## src/rtl/cpu_regfile.sv

```systemverilog
// ---------------------------------------------------------------------------
// cpu_regfile
//
// Purpose:
//   Register file and bus-fabric responder for the CPU datapath. It holds
//   NREGS registers, where R0 is the program counter. It takes the
//   controller's per-register write enables and bus output enables, and it
//   drives the three operand buses BUSA/BUSB/BUSC through priority muxes.
//   Writes can target the full word, the low byte (MOVL) or the high byte
//   (MOVH). Selecting more than one register onto one bus is flagged.
//
// Ports:
//   clk             rising-edge system clock
//   reset           synchronous, active-high reset
//   write_en        [NREGS]     bit i writes R[i] at the next rising edge
//   output_en       [3*NREGS]   bit 3i -> BUSA, 3i+1 -> BUSB, 3i+2 -> BUSC
//   wr_lane         [2]         11 word, 01 low byte, 10 high byte, 00 none
//   reg_in          [WIDTH]     write-back data
//   bus_a/b/c       [WIDTH]     operand buses
//   pc_out          [WIDTH]     current R0, always visible
//   bus_conflict    combinational multi-select flag
//   conflict_sticky registered, set by any conflicting edge, cleared by reset
//   conflict_count  [8]         (only with REGFILE_CONFLICT_CNT_EN) saturating
//                               count of edges that saw bus_conflict=1
//
// Optional feature macro: REGFILE_CONFLICT_CNT_EN
// ---------------------------------------------------------------------------
module cpu_regfile #(
  parameter int               WIDTH    = 16,
  parameter int               NREGS    = 8,
  parameter logic [WIDTH-1:0] RESET_PC = 16'h0000
) (
  input  logic                 clk,
  input  logic                 reset,
  input  logic [NREGS-1:0]     write_en,
  input  logic [3*NREGS-1:0]   output_en,
  input  logic [1:0]           wr_lane,
  input  logic [WIDTH-1:0]     reg_in,
  output logic [WIDTH-1:0]     bus_a,
  output logic [WIDTH-1:0]     bus_b,
  output logic [WIDTH-1:0]     bus_c,
  output logic [WIDTH-1:0]     pc_out,
  output logic                 bus_conflict,
  output logic                 conflict_sticky
`ifdef REGFILE_CONFLICT_CNT_EN
  ,
  output logic [7:0]           conflict_count
`endif
);

  localparam logic [1:0] LANE_NONE = 2'b00;
  localparam logic [1:0] LANE_LOW  = 2'b01;
  localparam logic [1:0] LANE_HIGH = 2'b10;
  localparam logic [1:0] LANE_WORD = 2'b11;

  logic [WIDTH-1:0] regs [NREGS];

  logic [WIDTH-1:0] bus_val   [3];
  logic [2:0]       bus_hit;
  logic [2:0]       bus_multi;

  // Register array. Reset takes priority over any write in the same cycle.
  // A high-lane write puts the LOW byte of reg_in into bits [15:8], which
  // is what MOVH needs because the immediate always arrives in the low byte.
  always_ff @(posedge clk) begin
    if (reset) begin
      for (int i = 0; i < NREGS; i++) begin
        regs[i] <= (i == 0) ? RESET_PC : '0;
      end
    end else begin
      for (int i = 0; i < NREGS; i++) begin
        if (write_en[i]) begin
          case (wr_lane)
            LANE_WORD: regs[i] <= reg_in;
            LANE_LOW:  regs[i] <= {regs[i][WIDTH-1:8], reg_in[7:0]};
            LANE_HIGH: regs[i] <= {reg_in[WIDTH-9:0], regs[i][7:0]};
            LANE_NONE: regs[i] <= regs[i];
            default:   regs[i] <= regs[i];
          endcase
        end
      end
    end
  end

  // Priority bus muxes. The lowest-index selected register wins. Any later
  // select on the same bus only marks that bus as multiply driven.
  always_comb begin
    for (int b = 0; b < 3; b++) begin
      bus_val[b]   = '0;
      bus_hit[b]   = 1'b0;
      bus_multi[b] = 1'b0;
      for (int i = 0; i < NREGS; i++) begin
        if (output_en[3*i+b]) begin
          if (bus_hit[b]) begin
            bus_multi[b] = 1'b1;
          end else begin
            bus_val[b] = regs[i];
            bus_hit[b] = 1'b1;
          end
        end
      end
    end
  end

  assign bus_a        = bus_val[0];
  assign bus_b        = bus_val[1];
  assign bus_c        = bus_val[2];
  assign pc_out       = regs[0];
  assign bus_conflict = |bus_multi;

  // Sticky conflict flag. Only reset can clear it.
  always_ff @(posedge clk) begin
    if (reset) begin
      conflict_sticky <= 1'b0;
    end else if (bus_conflict) begin
      conflict_sticky <= 1'b1;
    end
  end

`ifdef REGFILE_CONFLICT_CNT_EN
  // Saturating count of conflicting edges. It holds at 8'hFF rather than
  // wrapping, so a long-running fault can never look like a clean run.
  always_ff @(posedge clk) begin
    if (reset) begin
      conflict_count <= 8'h00;
    end else if (bus_conflict && (conflict_count != 8'hFF)) begin
      conflict_count <= conflict_count + 8'h01;
    end
  end
`endif

endmodule

```

## config.mk

```make
export PLATFORM = sky130hd
export DESIGN_NAME = cpu_regfile
export DESIGN_NICKNAME = d
export VERILOG_FILES = /design/src/rtl/cpu_regfile.sv
export SDC_FILE = /design/constraint.sdc
export NUM_CORES = 1
export LEC_CHECK = 0
export BUFFER_PORTS_ARGS = -buffer_cell sky130_fd_sc_hd__buf_2
export CORE_AREA = 2 2 125 127
export CTS_CLUSTER_DIAMETER = 50
export CTS_CLUSTER_SIZE = 28
export DETAILED_ROUTE_END_ITERATION = 12
export DIE_AREA = 0 0 127 129
export PLACE_DENSITY_LB_ADDON = 0.08
export SLEW_MARGIN = 20
export SYNTH_ARGS = -nofsm -noshare
export SYNTH_HDL_FRONTEND = slang
export SYNTH_SLANG_ARGS = --single-unit
```

## constraint.sdc

```tcl
create_clock -name clk -period 3.2 [get_ports clk]
set_clock_uncertainty 0.15 [all_clocks]
set_input_delay 0.64 -clock clk [delete_from_list [all_inputs] [get_ports clk]]
set_output_delay 0.64 -clock clk [all_outputs]
set_load 0.005 [all_outputs]
```

# Yosys cells after proc, flatten, opt, wreduce, memory -nomap -nowiden
# Memory sizes are Yosys's and may differ from the RTL's.
# Index checks and enable logic that the tools add are counted.
# classes
n_mul	0
n_lt_le_gt_ge	0
n_div	0
n_reduce_logical	2
bitwise	32
n_shift	0
add_sub_neg	0
eq_ne	3
muxes	242
# op_table
cell	n
16-bit two-way mux	77
1-bit two-way mux	165
1-bit OR	32
2-bit == test, second input constant	2
3-bit OR reduction	1
2-bit by 1-bit == test with 1-bit output, second input constant	1
2-bit logical NOT	1
# totals
out_inout_bits	66
rom_bits	0
inputBits	52
mem_bits_rw	128
regBits	1
word_cells	281
latchBits	0
n_memories	1
# memory_table
memory	words	width	rd	rd_ports_with_merged_regs	wr	line	rtl
regs	8	16	8	0	8	56	logic [WIDTH-1:0] regs [NREGS];

# Logic depth before layout (Yosys ltp)
# Gate-level depths: netlist of run 1.
# logic_depth
word_depth	16
depth_mapped	8
ltp_nobuf	5

# Worst setup path before layout of run 1
# Ideal clock, no wire load.
# synth_timing
kind	input -> output
start	in output_en[2]
end	out bus_c[7]
t_arrival_ns	2.185
required_time_ns	2.410
path_buffers	2
slack_ns	0.225
stages	7
path_cell_list	buf_6 > or4_4 > nor4_4 > buf_6 > a211oi_1 > o21ai_2 > o221a_1
# synth_via
elab_chain_len	15
elab_cells_between_ends	22
cone_classes	mux: 22
# synth_rtl
element	line	rtl
start, declared	36	input logic [3*NREGS-1:0] output_en,
16-bit two-way mux or 1-bit two-way mux (tied branches)	93	if (output_en[3*i+b]) begin
16-bit two-way mux	94	if (bus_hit[b]) begin
16-bit two-way mux	93	
16-bit two-way mux	94	
16-bit two-way mux	93	
16-bit two-way mux	94	
16-bit two-way mux	93	
16-bit two-way mux	94	
16-bit two-way mux	93	
16-bit two-way mux	94	
16-bit two-way mux	93	
16-bit two-way mux	94	
16-bit two-way mux	93	
16-bit two-way mux	94	
16-bit two-way mux (*)	93	
end, declared	41	output logic [WIDTH-1:0] bus_c,
# Mark *: on every way between the ends. The rest lies on a longest branch, timed or not.

# Final worst setup path of run 1
# layout_timing
start	in output_en[4]
end	out bus_b[14]
# layout_via
elab_chain_len	13
elab_cells_between_ends	19
cone_classes	mux: 19
# layout_rtl
element	line	rtl
16-bit two-way mux or 1-bit two-way mux (tied branches)	93	
16-bit two-way mux	94	
16-bit two-way mux	93	
16-bit two-way mux	94	
16-bit two-way mux	93	
16-bit two-way mux	94	
16-bit two-way mux	93	
16-bit two-way mux	94	
16-bit two-way mux	93	
16-bit two-way mux	94	
16-bit two-way mux	93	
16-bit two-way mux	94	
16-bit two-way mux (*)	93	
end, declared	40	output logic [WIDTH-1:0] bus_b,
# Marked as above.

==> results of run 1 <==
area by class of cell:
class | count | area, µm² | area share, %
clock inverters | 13 | 161 | 1.54
clock buffers | 18 | 429 | 4.09
inverters | 10 | 37.5 | 0.358
well taps | 188 | 235 | 2.24
flip-flops and latches | 129 | 3860 | 36.8
multi-input cells | 695 | 4420 | 42.1
repair buffers | 195 | 1350 | 12.8
power by group through the flow:
stage	combinational, mW	sequential, mW	clock [mW]
after floorplan	0.511	2.16	0
after global placement	0.855	2.23	0
after detailed placement	0.874	2.23	0
after CTS	0.882	2.20	2.00
after global routing	0.975	2.23	2.05
final	0.919	2.22	2.00
state kept, by name, indices dropped and copies added, names as in the netlist:
register and count:
conflict_sticky 1, regs 128
worst min-delay path, stage by stage (launching register included):
cell and delay [ns]:
dfxtp_1 0.32, inv_1 0.05, a31oi_1 0.06
path summary, 6_finish.rpt:
path                                startpoint                            to  slack, ns  cells past startpoint
setup / recovery                  output_en[4]                     bus_b[14]       0.02                      9
hold reg to reg   conflict_sticky$_SDFFE_PP0P_  conflict_sticky$_SDFFE_PP0P_       0.33                      2
setup reg to reg  conflict_sticky$_SDFFE_PP0P_  conflict_sticky$_SDFFE_PP0P_       2.48                      2
hold / removal    conflict_sticky$_SDFFE_PP0P_  conflict_sticky$_SDFFE_PP0P_       0.33                      2
metal layers:
layer	part of all wire, %	vias to the layer above	global-route usage, %
li1	-	3695	-
met1	37	4084	49.2
met2	48	644	65.8
met3	9.3	135	7.44
met4	5.7	0	21.5
met5	0	-	0
logic make-up after synthesis:
group	after synthesis	share of synthesized area [%]
compound gates	272	22.9
fa+ha+maj	2	0.231
buf+inv	110	5.95
flops	129	44.6
mux	17	1.98
simple gates	404	24.4
synthesized netlist by cell type (3+ instances only):
cell type / count
nor4_4: 3
and3b_1: 4
and2_1: 65
o21ai_2: 6
clkbuf_1: 62
nor2_1: 88
nand3_1: 4
edfxtp_1: 128
nor3_1: 7
nor4_1: 4
o21ai_1: 7
buf_2: 10
a21o_1: 16
a211oi_1: 17
nand2_1: 120
a221o_1: 14
a22oi_1: 15
a31oi_1: 15
mux2i_1: 16
o211ai_1: 15
o21ai_0: 48
nor2b_1: 49
buf_1: 6
o221a_2: 12
o22ai_1: 32
a21oi_1: 12
o31ai_1: 3
a221oi_1: 46
nand2b_1: 40
inv_1: 10
buf_4: 20
timing repair:
item | in CTS | in global routing
setup buffers | 0 | 2
setup endpoints to repair | 2 | 35
pin swaps | 1 | 5
gates resized for setup | 2 | 24
==> impl_results.md, run 1 <==
* Total count of max-transition violations in the final report at 0
* Cells taking the most area after synthesis: edfxtp_1, nand2_1, and2_1
* Synthesis-to-finish area growth at 21.0%
* Library cell occupying the most area in the post-synthesis netlist: edfxtp_1
* Worst path arrival time at 2.39 ns
* Result of the run: finished, final reports clean
* Critical Path Fanout Max at 16
* Number of nets in the synthesized netlist at 986
* Slew at the pin closest to its max-slew limit at 0.663 ns
* Fraction of registers with async set/reset at 0%
* Final WL at 32200 µm
* Antenna diode count at 0
* Die Footprint at 16400 µm²
* Dominant register cell in the synthesized netlist: edfxtp_1
* Critical setup path kind: in -> out
* Post-placement cell area at 9760 µm²
* RSZ-0062 raised after global routing: yes
* Required arrival time at the worst endpoint at 2.41 ns
* Insertion delay to the later sink of the worst-skew pair at 0.43 ns
* Clock transition time at the flip-flop clock pins of the worst setup and hold paths at 0.06 ns
* Gr ovfl total at 0
* Worst IR drop on VDD at 0.441 mV
* Cell row count at 45
* Static leakage at 4.06 nW
* Net count, final at 1100
* Gate count after technology mapping at 934
* Sink Count at 129
* Wire length per cell at 25.8 µm
* Ports placed on the boundary at 118
* Post-route DRC at 0
* Starting density of the core at 57.9%
* Syn. warnings at 0
* Fraction of power spent switching nets at 28.9%
* Iteration-0 DRC count of the detailed router at 1054
* Maximum frequency from static timing analysis at 314 MHz
* Number of buffers added by the clock tree synthesis step at 17
* Buffers and inverters on the worst path at 5
* Clock network power share at 39.0%
* Hold slack at 0.330 ns
* Total chip power at 5.14 mW
* Post-Route Utilization at 70.0%
* # fillers at 1122
* Total internal power at 3.65 mW
* Layout cells sized above 1 at 25.7%
* Global-route usage over all layers at 39.6%
* Vertical die dimension at 129 µm
* CTS root buffer: clkbuf_16
* Kind of cell adding the most delay to the critical path: buffers and inverters
* Cell with the largest stage delay on the worst path: and4b_1
* Power density normalized to cell area at 490 nW/µm²
* Initial antenna violation count at 0
* Buffer levels on the longest clock path at 2
* Power share of the sequential group at 43.1%
* Mapped Avg Cell Area at 9.28 µm²
* Maxcap violations at 0
* H-tree depth reported by CTS at 4
* Area of all placed cells without fillers at 10500 µm²
* Global placer's final weighted congestion at 1.00
* Most used cells in the layout excluding fill and tap cells: edfxtp_1, nand2_1, buf_2
* Total of buffers placed on input and output ports at 117
* Finish-stage setup viols at 0
* EDFF count, synth at 128
* Share of synthesized area occupied by flip-flops and latches at 44.6%
* Leading cell type in the layout, fill and taps excluded: edfxtp_1
* Final worst setup slack at 0.0159 ns
* Quantity of hold-fixing buffers added after cts at 0
* Net load switching power at 1.49 mW
* Flip-flop and latch count after synthesis at 129
* Portion of total power attributed to combinational logic at 17.9%
* Post-Layout Cell Count at 1248
* Chip Width at 127 µm
* Area fraction of the dominant cell type after synthesis at 44.3%
* Largest stage delay, worst path at 0.34 ns
* Pin count of the biggest net entering global routing at 37
* Worst relative slew slack at 54.6%
* Inst Count DP at 1215
* DP HPWL at 23700 µm
* Setup TNS after final layout at 0 ns
* Overall via count from detail_route at 8558
* Number of unique standard cell types used by synthesis at 59
* TritonCTS clock tree: done
* Worst min-delay path class: reg -> reg
* Iteration count of the initial detailed-routing pass at 5
* Ratio of routed vias to standard cells at 6.86
* Period utilization at 99.5%
* Final Hold Vio Count at 0
* Global-route wire length before repair at 48100 µm
* Worst slack, placed at -0.0334 ns
* Number of nets still failing antenna checks after routing at 0
* Via count of the first global-routing pass at 8226
* Combined area of all synthesized cells at 8670 µm²
* Final Critical Period at 3.18 ns
* Kind of end point of the critical path: output port
* Core box area at 15000 µm²
* Category of the worst setup path launch point: primary input
* Cells along the critical path: buf_2 > buf_12 > nor4_4 > buf_4 > and4b_1 > buf_4 > a21oi_1 > a22oi_1 > buf_2
Power figures use the tool's default switching activity.
==> run 2, diff against run 1 <==
CORE_AREA = 2 2 131 120   (was 2 2 125 127)
DIE_AREA = 0 0 133 122   (was 0 0 127 129)
==> run 2 against run 1 <==
Against the previous run: routed wire length shrank 2.5%; utilization decreased by 0.36 points; clock-buffer cell count did not move; fmax fell by 0.43%; power grew 0.41%; die area decreased by 0.96%; critical path depth is 1 lower; non-clock buffer count decreased by 4; cell count is 0.88% higher; critical path type unchanged; largest cell class unchanged; largest power group unchanged.
==> impl_results.md, run 2 (synthesized netlist as in run 1, its figures left out) <==
* Number of nets still failing antenna checks after routing at 0
* Flip-flop count of the largest register, all copies and words added at 128
* Worst IR drop on VDD at 0.428 mV
* Number of buffers added by the clock tree synthesis step at 17
* Most used cells in the layout excluding fill and tap cells: edfxtp_1, nand2_1, buf_2
* Chip Width at 133 µm
* Critical setup path kind: in -> out
* DP HPWL at 22700 µm
* CTS root buffer: clkbuf_16
* Insertion delay to the later sink of the worst-skew pair at 0.43 ns
* Ratio of routed vias to standard cells at 6.79
* Critical Path Fanout Max at 12
* Gr ovfl total at 0
* Final Critical Period at 3.20 ns
* Vertical die dimension at 122 µm
* Maxcap violations at 0
* Result of the run: finished, final reports clean
* Antenna diode count at 0
* Storage element area at 3860 µm²
* Global-route usage over all layers at 38.6%
* Clock transition time at the flip-flop clock pins of the worst setup and hold paths at 0.06 ns
* Reg2Reg Setup Slack at 2.49 ns
* Global placer's final weighted congestion at 1.07
* Power density normalized to cell area at 493 nW/µm²
* Final WL at 31400 µm
* Post-placement cell area at 9710 µm²
* Area occupied by multi-input gates at 4390 µm²
* Iteration-0 DRC count of the detailed router at 1094
* Layout cells sized above 1 at 24.8%
* Starting density of the core at 57.7%
* Initial antenna violation count at 0
* Overall via count from detail_route at 8545
* Post-route DRC at 0
* Global-route wire length before repair at 46500 µm
* Cell row count at 43
* Required arrival time at the worst endpoint at 2.41 ns
* Pin count of the biggest net entering global routing at 37
* Final Hold Vio Count at 0
* Finish-stage setup viols at 0
* Core box area at 15000 µm²
* Slew at the pin closest to its max-slew limit at 0.675 ns
* Via count of the first global-routing pass at 7909
* Cells on worst reg2reg path at 2
* Endpoint of the lowest-slack register-to-register path: conflict_sticky$_SDFFE_PP0P_
* Worst reg2reg path startpoint: conflict_sticky$_SDFFE_PP0P_
* Total of buffers placed on input and output ports at 117
* Period utilization at 99.9%
* Wire length per cell at 25.0 µm
* Kind of end point of the critical path: output port
* Top register by number of flip-flops: regs
* Total count of max-transition violations in the final report at 0
* Sink Count at 129
* Post-Layout Cell Count at 1259
* Worst min-delay path class: reg -> reg
* Setup TNS after final layout at 0 ns
* Worst relative slew slack at 53.7%
* Worst path arrival time at 2.41 ns
* Category of the worst setup path launch point: primary input
* Top flop regs: regs x128, conflict_sticky x1
* TritonCTS clock tree: done
* Die Footprint at 16200 µm²
* # fillers at 1147
* Total chip power at 5.16 mW
* Synthesis-to-finish area growth at 20.7%
* Maximum frequency from static timing analysis at 313 MHz
* Buffer levels on the longest clock path at 2
* H-tree depth reported by CTS at 4
* Iteration count of the initial detailed-routing pass at 6
* Area of all placed cells without fillers at 10500 µm²
* Leading cell type in the layout, fill and taps excluded: edfxtp_1
* Ports placed on the boundary at 118
* Inst Count DP at 1220
* Static leakage at 4.04 nW
* Net count, final at 1096
* End point of the critical path: bus_b[14]
* Origin of the worst setup path: output_en[1]
-- run 2: cell type report --
| cell class | instances | area share, % |
|---|---|---|
| clock inverter | 14 | 1.81 |
| inverter | 10 | 0.359 |
| tap | 202 | 2.42 |
| timing repair buffer | 191 | 12.4 |
| sequential | 129 | 36.9 |
| multi-input combinational | 695 | 42.0 |
| clock buffer | 18 | 4.10 |
-- run 2: worst min path at each step --
stage / start / endpoint / slack (ns) / cells after the start
2_1_floorplan: conflict_sticky$_SDFFE_PP0P_ / conflict_sticky$_SDFFE_PP0P_ / 0.31 / 2
3_3_place_gp: conflict_sticky$_SDFFE_PP0P_ / conflict_sticky$_SDFFE_PP0P_ / 0.30 / 2
3_5_place_dp: conflict_sticky$_SDFFE_PP0P_ / conflict_sticky$_SDFFE_PP0P_ / 0.31 / 2
4_1_cts: conflict_sticky$_SDFFE_PP0P_ / conflict_sticky$_SDFFE_PP0P_ / 0.32 / 2
5_1_grt: conflict_sticky$_SDFFE_PP0P_ / conflict_sticky$_SDFFE_PP0P_ / 0.35 / 2
6_report: conflict_sticky$_SDFFE_PP0P_ / conflict_sticky$_SDFFE_PP0P_ / 0.32 / 2
-- run 2: worst max-delay path: stages --
cell,delay (ns)
buf_2,0.13
or4_4,0.57
nor3b_4,0.27
buf_12,0.18
a221o_1,0.12
o22ai_1,0.12
a22oi_1,0.23
buf_2,0.16
-- run 2: through the flow --
| step | hold WS, ns | worst slack, ns | utilization, % |
|---|---|---|---|
| 3_3_place_gp | 0.301 | -0.0489 | 64.7 |
| 4_1_cts | 0.320 | -0.000774 | 68.8 |
| 3_5_place_dp | 0.309 | -0.113 | 64.7 |
| 5_1_grt | 0.352 | -0.0205 | 69.7 |
| 2_1_floorplan | 0.307 | 0.225 | - |
| 6_report | 0.317 | 0.00202 | 69.7 |
-- run 2: what timing repair did --
item / CTS / global route
setup endpoints to repair: 6 / 25
gates resized for setup: 1 / 19
cloned: 0 / 2
hold endpoints to repair: 0 / 0
pin swaps: 1 / 6
hold buffers: 0 / 0
setup buffers: 0 / 5
-- run 2: routing by layer --
layer / global-route usage [%] / routed length [µm] / up-vias
li1: - / - / 3686
met1: 51.0 / 12300 / 4032
met2: 61.8 / 14500 / 684
met3: 5.41 / 2900 / 143
met4: 21.6 / 1710 / 0
met5: 0 / 0 / -
-- run 2: report_power, final --
part | leakage, nW | internal (mW) | switching, mW
registers | 1.31 | 2.04 | 0.165
clock network | 0.288 | 1.30 | 0.754
logic | 2.44 | 0.380 | 0.518
